[src/rtl/time_set_module.sv]
// time_set_module: button-driven alarm/time editor with a field-by-field edit FSM.
// Build macro AUTO_REPEAT_EN adds hold-to-repeat stepping on Up/Dn.
module time_set_module #(
  parameter int TIMEOUT       = 50000,
  parameter int REPEAT_CYCLES = 8
) (
  input  logic        Clk,
  input  logic        Clr,
  input  logic        BtnMode,
  input  logic        BtnUp,
  input  logic        BtnDn,
  input  logic        TSel,
  input  logic [14:0] CT,
  output logic [15:0] ST,
  output logic [1:0]  S,
  output logic [1:0]  CW,
  output logic [1:0]  CW1,
  output logic        CTLoad,
  output logic [14:0] CTNew,
  output logic [2:0]  o_dbg_state
);
  typedef enum logic [2:0] {
    RUN      = 3'd0,
    SET_DAY  = 3'd1,
    SET_HOUR = 3'd2,
    SET_MIN  = 3'd3,
    SET_ARM  = 3'd4
  } state_t;

  localparam logic [15:0] IDLE_LIMIT = 16'(TIMEOUT);

  state_t      r_state, w_next_state;
  logic [2:0]  r_sync1, r_sync2, r_prev, w_press;
  logic        r_tsel, w_next_tsel;
  logic [15:0] r_buf, w_next_buf, r_alarm, w_next_alarm, r_idle;
  logic        r_ctload, w_next_ctload;
  logic [14:0] r_ctnew, w_next_ctnew;
  logic        w_mode, w_up, w_dn, w_rpt_fire, w_any_press, w_edit;

  // Button bit order everywhere: [0] Mode, [1] Up, [2] Dn.
  always_ff @(posedge Clk or negedge Clr) begin
    if (!Clr) begin
      r_sync1 <= '0;
      r_sync2 <= '0;
      r_prev  <= '0;
    end else begin
      r_sync1 <= {BtnDn, BtnUp, BtnMode};
      r_sync2 <= r_sync1;
      r_prev  <= r_sync2;
    end
  end

  assign w_press = r_sync2 & ~r_prev;
  assign w_edit  = (r_state != RUN);
  assign w_mode  = w_press[0];

`ifdef AUTO_REPEAT_EN
  localparam logic [15:0] RPT_LAST = 16'(REPEAT_CYCLES - 1);
  logic [15:0] r_rpt;
  logic        w_held;
  // Exactly one of Up/Dn held, and not on its initial press cycle.
  assign w_held     = w_edit && (r_sync2[1] ^ r_sync2[2]) && !(w_press[1] || w_press[2]);
  assign w_rpt_fire = w_held && (r_rpt == RPT_LAST);

  always_ff @(posedge Clk or negedge Clr) begin
    if (!Clr)                    r_rpt <= '0;
    else if (!w_held || w_rpt_fire) r_rpt <= '0;
    else                         r_rpt <= r_rpt + 16'd1;
  end
`else
  assign w_rpt_fire = 1'b0;
`endif

  // Mode wins over Up/Dn; Up and Dn together cancel.
  assign w_up = w_edit && !w_mode &&
                ((w_press[1] && !w_press[2]) || (w_rpt_fire && r_sync2[1]));
  assign w_dn = w_edit && !w_mode &&
                ((w_press[2] && !w_press[1]) || (w_rpt_fire && r_sync2[2]));
  assign w_any_press = (|w_press) || w_rpt_fire;

  function automatic logic [2:0] day_step(input logic [2:0] d, input logic up);
    if (d > 3'd6) return 3'd0;
    if (up) return (d == 3'd6) ? 3'd0 : d + 3'd1;
    return (d == 3'd0) ? 3'd6 : d - 3'd1;
  endfunction

  function automatic logic [4:0] hour_step(input logic [4:0] h, input logic up);
    if (h > 5'd23) return 5'd0;
    if (up) return (h == 5'd23) ? 5'd0 : h + 5'd1;
    return (h == 5'd0) ? 5'd23 : h - 5'd1;
  endfunction

  function automatic logic [6:0] min_step(input logic [6:0] m, input logic up);
    logic [2:0] t;
    logic [3:0] u;
    t = m[6:4];
    u = m[3:0];
    if (t > 3'd5 || u > 4'd9) return 7'd0;
    if (up) begin
      if (u == 4'd9) begin
        u = 4'd0;
        t = (t == 3'd5) ? 3'd0 : t + 3'd1;
      end else begin
        u = u + 4'd1;
      end
    end else begin
      if (u == 4'd0) begin
        u = 4'd9;
        t = (t == 3'd0) ? 3'd5 : t - 3'd1;
      end else begin
        u = u - 4'd1;
      end
    end
    return {t, u};
  endfunction

  always_comb begin
    w_next_state  = r_state;
    w_next_buf    = r_buf;
    w_next_alarm  = r_alarm;
    w_next_tsel   = r_tsel;
    w_next_ctload = 1'b0;
    w_next_ctnew  = '0;
    case (r_state)
      RUN: if (w_mode) begin
        w_next_tsel  = TSel;
        w_next_buf   = TSel ? {1'b0, CT} : r_alarm;
        w_next_state = SET_DAY;
      end
      SET_DAY: begin
        if (w_mode)             w_next_state = SET_HOUR;
        else if (w_up || w_dn)  w_next_buf[14:12] = day_step(r_buf[14:12], w_up);
      end
      SET_HOUR: begin
        if (w_mode)             w_next_state = SET_MIN;
        else if (w_up || w_dn)  w_next_buf[11:7] = hour_step(r_buf[11:7], w_up);
      end
      SET_MIN: begin
        if (w_mode) begin
          if (r_tsel) begin
            w_next_state  = RUN;
            w_next_ctload = 1'b1;
            w_next_ctnew  = r_buf[14:0];
          end else begin
            w_next_state  = SET_ARM;
          end
        end else if (w_up || w_dn) begin
          w_next_buf[6:0] = min_step(r_buf[6:0], w_up);
        end
      end
      SET_ARM: begin
        if (w_mode) begin
          w_next_alarm = r_buf;
          w_next_state = RUN;
        end else if (w_up || w_dn) begin
          w_next_buf[15] = ~r_buf[15];
        end
      end
      default: w_next_state = RUN;
    endcase
    // Idle abort: no commit, alarm untouched.
    if (w_edit && !w_any_press && r_idle == IDLE_LIMIT) w_next_state = RUN;
  end

  always_ff @(posedge Clk or negedge Clr) begin
    if (!Clr) begin
      r_state  <= RUN;
      r_tsel   <= 1'b0;
      r_buf    <= '0;
      r_alarm  <= '0;
      r_ctload <= 1'b0;
      r_ctnew  <= '0;
      r_idle   <= '0;
    end else begin
      r_state  <= w_next_state;
      r_tsel   <= w_next_tsel;
      r_buf    <= w_next_buf;
      r_alarm  <= w_next_alarm;
      r_ctload <= w_next_ctload;
      r_ctnew  <= w_next_ctnew;
      if (!w_edit || w_any_press)   r_idle <= '0;
      else if (r_idle != IDLE_LIMIT) r_idle <= r_idle + 16'd1;
    end
  end

  always_comb begin
    ST  = (r_state == RUN) ? r_alarm : r_buf;
    S   = (r_state == RUN) ? 2'b00 : 2'b10;
    CW  = 2'b00;
    CW1 = 2'b00;
    case (r_state)
      SET_DAY:  CW = 2'b11;
      SET_HOUR: CW = 2'b10;
      SET_MIN:  CW = 2'b01;
      default:  CW = 2'b00;
    endcase
    if (r_state != RUN) CW1 = r_tsel ? 2'b10 : 2'b01;
  end

  assign CTLoad      = r_ctload;
  assign CTNew       = r_ctnew;
  assign o_dbg_state = r_state;
endmodule

[config.mk]
export PLATFORM = sky130hd
export DESIGN_NAME = time_set_module
export DESIGN_NICKNAME = d
export VERILOG_FILES = /design/src/rtl/time_set_module.sv
export SDC_FILE = /design/constraint.sdc
export NUM_CORES = 1
export LEC_CHECK = 0
export CAP_MARGIN = 20
export CELL_PAD_IN_SITES_DETAIL_PLACEMENT = 1
export CELL_PAD_IN_SITES_GLOBAL_PLACEMENT = 2
export CORE_ASPECT_RATIO = 0.9
export CORE_MARGIN = 1.5
export CORE_UTILIZATION = 37
export CTS_CLUSTER_DIAMETER = 50
export DETAILED_ROUTE_END_ITERATION = 7
export PLACE_DENSITY_LB_ADDON = 0.2
export SLEW_MARGIN = 20
export SYNTH_ARGS = -nofsm -noshare
export SYNTH_HDL_FRONTEND = slang
export SYNTH_SLANG_ARGS = --single-unit
export TNS_END_PERCENT = 20
[constraint.sdc]
create_clock -name Clk -period 6 [get_ports Clk]
set_input_delay 1.2 -clock Clk [delete_from_list [all_inputs] [get_ports Clk]]
set_output_delay 1.2 -clock Clk [all_outputs]
set_load 0.005 [all_outputs]
* Word level (Yosys, flattened, before mapping)
Index checks and enable logic that the tools add are counted.
** Storage, ports and cells
- Bits in registers :: 77
- Logic and storage cells :: 169
** Cells by class
- Add/sub/neg operators :: 9
- $lt $le $gt $ge :: 4
- Equality and inequality tests :: 26
- Mux-type cells :: 78
- Bitwise gates (word level) :: 3
- Reduce and logical (&&, ||, !) cells :: 35
** Operators by type and width (number)
- $mux W16 :: 5
- $mux W3 :: 20
- $mux W15 :: 3
- $mux W5 :: 8
- $mux W7 :: 4
- $mux W1 :: 26
- $ne A2 B2 Y1 const B :: 9
- $add A16 B1 Y16 const B :: 1
- $eq A16 B16 Y1 const B :: 1
- $ne A16 B16 Y1 const B :: 1
- $reduce_and A4 Y1 :: 4
- $ne A3 B3 Y1 const B :: 5
- $pmux W3 S5 :: 1
- $pmux W7 S2 :: 1
- $mux W4 :: 3
- $pmux W5 S2 :: 1
- $reduce_bool A2 Y1 :: 5
- $eq A3 B3 Y1 const B :: 3
- $logic_not A3 Y1 :: 3
- $ne A4 B4 Y1 const B :: 2
- $logic_and A1 B1 Y1 :: 7
- $add A3 B1 Y3 const B :: 2
- $eq A3 B2 Y1 const B :: 2
- $gt A3 B3 Y1 const B :: 2
- other kinds (26) :: 36

* Logic depth before layout (Yosys ltp)
- Depth after elaboration :: 18
- Gate-level depth with buffers :: 9

* Worst setup path after synthesis
OpenSTA, ideal clock, no wires.
- Path kind :: register to output
- Start point :: reg r_state[0], in the netlist o_dbg_state[0]
- End point :: out ST[14]
- Arrival time :: 1.439 ns
- Path slack :: 3.361 ns
- Stages on the path, launching flop included :: 7
- Buffers on the path :: 3
- Cell sequence :: dfrtp_1 -> buf_2 -> nor3_4 -> buf_2 -> buf_1 -> nand2_1 -> nand2_1
** On the way
- Word-level cells in the longest chain between the ends :: 2
** Ends and longest elaborated chain
- from (decl) :: line 32 : state_t r_state, w_next_state;
- from (signal assigned) :: line 175 : r_state <= w_next_state;
- $logic_not A3 Y1 :: line 187 : ST = (r_state == RUN) ? r_alarm : r_buf;
- $mux W16 :: line 187
- to (decl) :: line 14 : output logic [15:0] ST,
Every way passes these cells.

* Final worst setup path
- Start point :: reg r_state[2], in the netlist o_dbg_state[2]
- End point :: out CW1[1]
** On the way
- Word-level cells in the longest chain between the ends :: 2
** Ends and longest elaborated chain
- $reduce_bool A3 Y1 :: line 197 : if (r_state != RUN) CW1 = r_tsel ? 2'b10 : 2'b01;
- $mux W2 :: line 197
- to (decl) :: line 17 : output logic [1:0] CW1,
Every way passes these cells.

==> results.ini <==
[routing]
vias=3587
drc=0
postRouteAntennaNets=0
wirelength_um=12060
dr.pass1.iters=4
wire_per_inst_um=18.11
via_per_inst=5.386
detail_route.iter0.violations=256

[finish]
design_area_um2=5350
fin_nets=539
n_fill_cell=1310
syn2layout_area_growth_pct=23.91
post-route-util_pct=46.98
instances_no_fill=666
n_antenna_cell=0
drive_gt1_share_pct=9.020

[cts]
cts_hold_buffers=0
post_cts_resized=0
cts_sinks=77
clkSlewWorstSetupHoldPaths_ps=60
clock-root-buffer=clkbuf_16
clkLatencyLatePin_ps=340
htree_num_levels=3
numCtsBuffers=9
post-cts-setup-buffers=0
tritoncts=yes
cts_buffer_depth=2

[global_route]
grt_pass1_vias=3692
grt_max_degree=78
grt_overflow=0
grtUsageTotal_pct=21.14
antenna_found_initial=0
grt_pass1_wl_um=19710

[setup_path]
cp_max_fo=27
required_ps=4800
worstPathArrival_ps=2590
crit_path_end_kind=output port
path_class=reg -> out
cp-start-kind=register

[run]
drv_cap=0

[floorplanning]
rows=37
ios=62
die-area_um2=12330
core_area_um2=11390
dieWidth_um=116.9
start_util_pct=37.91
die_h_um=105.5

[status]
status=completed

[timing]
tns_ps=0
fin_skew_ps=6.113
fmax_mhz=263.6
tightestPinTransition_ps=1008
grt_setup_unrepaired=false
maxSlewViolCount=0
hold_viol_final=0
setup_viol=0
fin_crit_ps=3793
fin_crit_sh_pct=63.22
worst_slew_margin_rel_pct=32.20

[synth]
ys_types=61
syn_avg_cell_area_um2=9.387
ys_async_sr_fraction_pct=100.0
synth-seq-cells=77
synth_nets=494
synth_flop_cell=dfrtp_1
ys_seq_area_share_pct=44.62
synth_cells=460
syn_area_um2=4318
ys_warn_count=0
synth_edf_count=0

[power]
ir_drop_mv=0.1894
powerDensity_nw_per_um2=451.3
cellLeakagePower_nw=2.303
power_mw=2.414

[placed_design]
placedCellCount=649
io_buffers=60
place_area_um2=4999
dpl.hpwl_um=8454
routabilityCongestion=0.7825

[worst_hold_path]
hold_path_class=reg -> reg

[state kept, by name, indices dropped and copies added, names as in the netlist, 3 cells and up]
| register | cells |
|---|---|
| r_buf | 16 |
| CTNew | 15 |
| r_sync1 | 3 |
| o_dbg_state | 3 |
| r_idle | 16 |
| r_alarm | 16 |
| r_sync2 | 3 |
| r_prev | 3 |
[per-layer routing]
metal | track usage (%) | vias up | part of all wire, %
li1 | - | 1698 | -
met1 | 28.76 | 1795 | 46
met2 | 34.00 | 83 | 49
met3 | 4.428 | 11 | 4.2
met4 | 5.938 | 0 | 1.3
met5 | 0 | - | 0
[cell type report]
class	count	area (um^2)	area share [%]
Tap cell	156	195.2	3.648
Timing Repair Buffer	64	640.6	11.97
Clock inverter	4	70.07	1.310
Sequential cell	77	1927	36.02
Multi-Input combinational cell	337	2201	41.14
Inverter	16	60.06	1.123
Clock buffer	12	256.5	4.794
[cell families (layout without fill, tap and decap cells)]
group,count (synthesis),after routing,share of synthesized area [%]
AO/OA/AOI/OAI,91,91,14.17
XOR/XNOR,18,18,3.651
adder cells (fa/ha/maj),13,13,3.767
buffers and inverters,46,96,4.520
flip-flops,77,77,44.62
multiplexers,28,28,7.186
other,1,1,0.08685
AND/OR/NAND/NOR,186,186,21.99
[path summary, 6_finish.rpt]
| kind | from | to | slack (ps) | cells after the start |
|---|---|---|---|---|
| min in group asynchronous | Clr | r_alarm[13] | 800 | 1 |
| max in group asynchronous | Clr | o_dbg_state[0] | 4590 | 2 |
| hold / removal | r_sync1[0] | r_sync2[0] | 350 | 0 |
| hold reg to reg | r_sync1[0] | r_sync2[0] | 350 | 0 |
| setup reg to reg | o_dbg_state[2] | r_buf[10] | 2630 | 7 |
| setup / recovery | o_dbg_state[2] | CW1[1] | 2210 | 5 |
[worst max-delay path, cell delays in order (launching register included)]
cell and delay, ps:
dfrtp_1 540, nor3_4 310, buf_4 360, inv_1 330, and2_1 270, clkdlybuf4s50_1 430
[where the power goes]
group | leakage, nW | total [mW] | internal [mW] | switching, mW
registers | 1.01 | 0.830 | 0.634 | 0.196
logic | 1.13 | 0.983 | 0.474 | 0.509
clock network | 0.163 | 0.602 | 0.386 | 0.216
total | 2.30 | 2.41 | 1.49 | 0.920
[cells in the final DEF, fill, tap and decap left out, types with 4 or more instances in the layout]
| master | netlist | routed |
|---|---|---|
| xnor2_1 | 8 | 8 |
| nor2_1 | 31 | 31 |
| nor2b_1 | 7 | 7 |
| and2_1 | 20 | 20 |
| o21ai_0 | 28 | 28 |
| nor3_1 | 12 | 12 |
| buf_4 | 3 | 4 |
| o211ai_1 | 6 | 6 |
| mux2i_1 | 13 | 13 |
| and3_1 | 4 | 4 |
| nand2_1 | 66 | 66 |
| clkbuf_16 | 0 | 9 |
| a21oi_1 | 13 | 13 |
| mux2_2 | 14 | 14 |
| a31oi_1 | 8 | 8 |
| inv_1 | 16 | 16 |
| a221oi_1 | 4 | 4 |
| nand3_1 | 14 | 13 |
| nand2b_1 | 4 | 4 |
| xor2_1 | 10 | 10 |
| clkdlybuf4s50_1 | 0 | 59 |
| nand4_1 | 8 | 8 |
| ha_1 | 13 | 13 |
| dfrtp_1 | 77 | 77 |
[synthesized netlist by cell type, drive strengths merged, types with 3 or more instances]
| library cell | count | area [um^2] |
|---|---|---|
| or3 | 3 | 18.77 |
| xor2 | 10 | 87.58 |
| a31oi | 8 | 50.05 |
| o21ai | 28 | 140.1 |
| o21a | 3 | 22.52 |
| xnor2 | 8 | 70.07 |
| inv | 16 | 60.06 |
| nand2b | 4 | 25.02 |
| mux2 | 14 | 157.7 |
| and2 | 20 | 125.1 |
| nor3 | 13 | 76.33 |
| nor2b | 7 | 43.79 |
| o41ai | 3 | 26.28 |
| nand4 | 8 | 50.05 |
| nor4b | 3 | 26.28 |
| ha | 13 | 162.7 |
| clkbuf | 16 | 60.06 |
| o31ai | 3 | 27.52 |
| nand3 | 14 | 70.07 |
| buf | 14 | 75.07 |
| mux2i | 13 | 130.1 |
| nor2 | 31 | 116.4 |
| a2bb2oi | 3 | 26.28 |
| nand2 | 66 | 247.7 |
| dfrtp | 77 | 1927 |
| and3 | 4 | 25.02 |
| o211ai | 6 | 45.04 |
| a21oi | 13 | 65.06 |
| a221oi | 4 | 35.03 |
[stage by stage]
step | hold slack (ps) | setup WS, ps
finish | 349.3 | 2207
global route | 356.6 | 2035
CTS | 351.6 | 2204
floorplan | 331.2 | 3361
global placement | 332.3 | 2637
detailed placement | 335.6 | 2574
No activity file was read; power rests on OpenSTA's default activity.
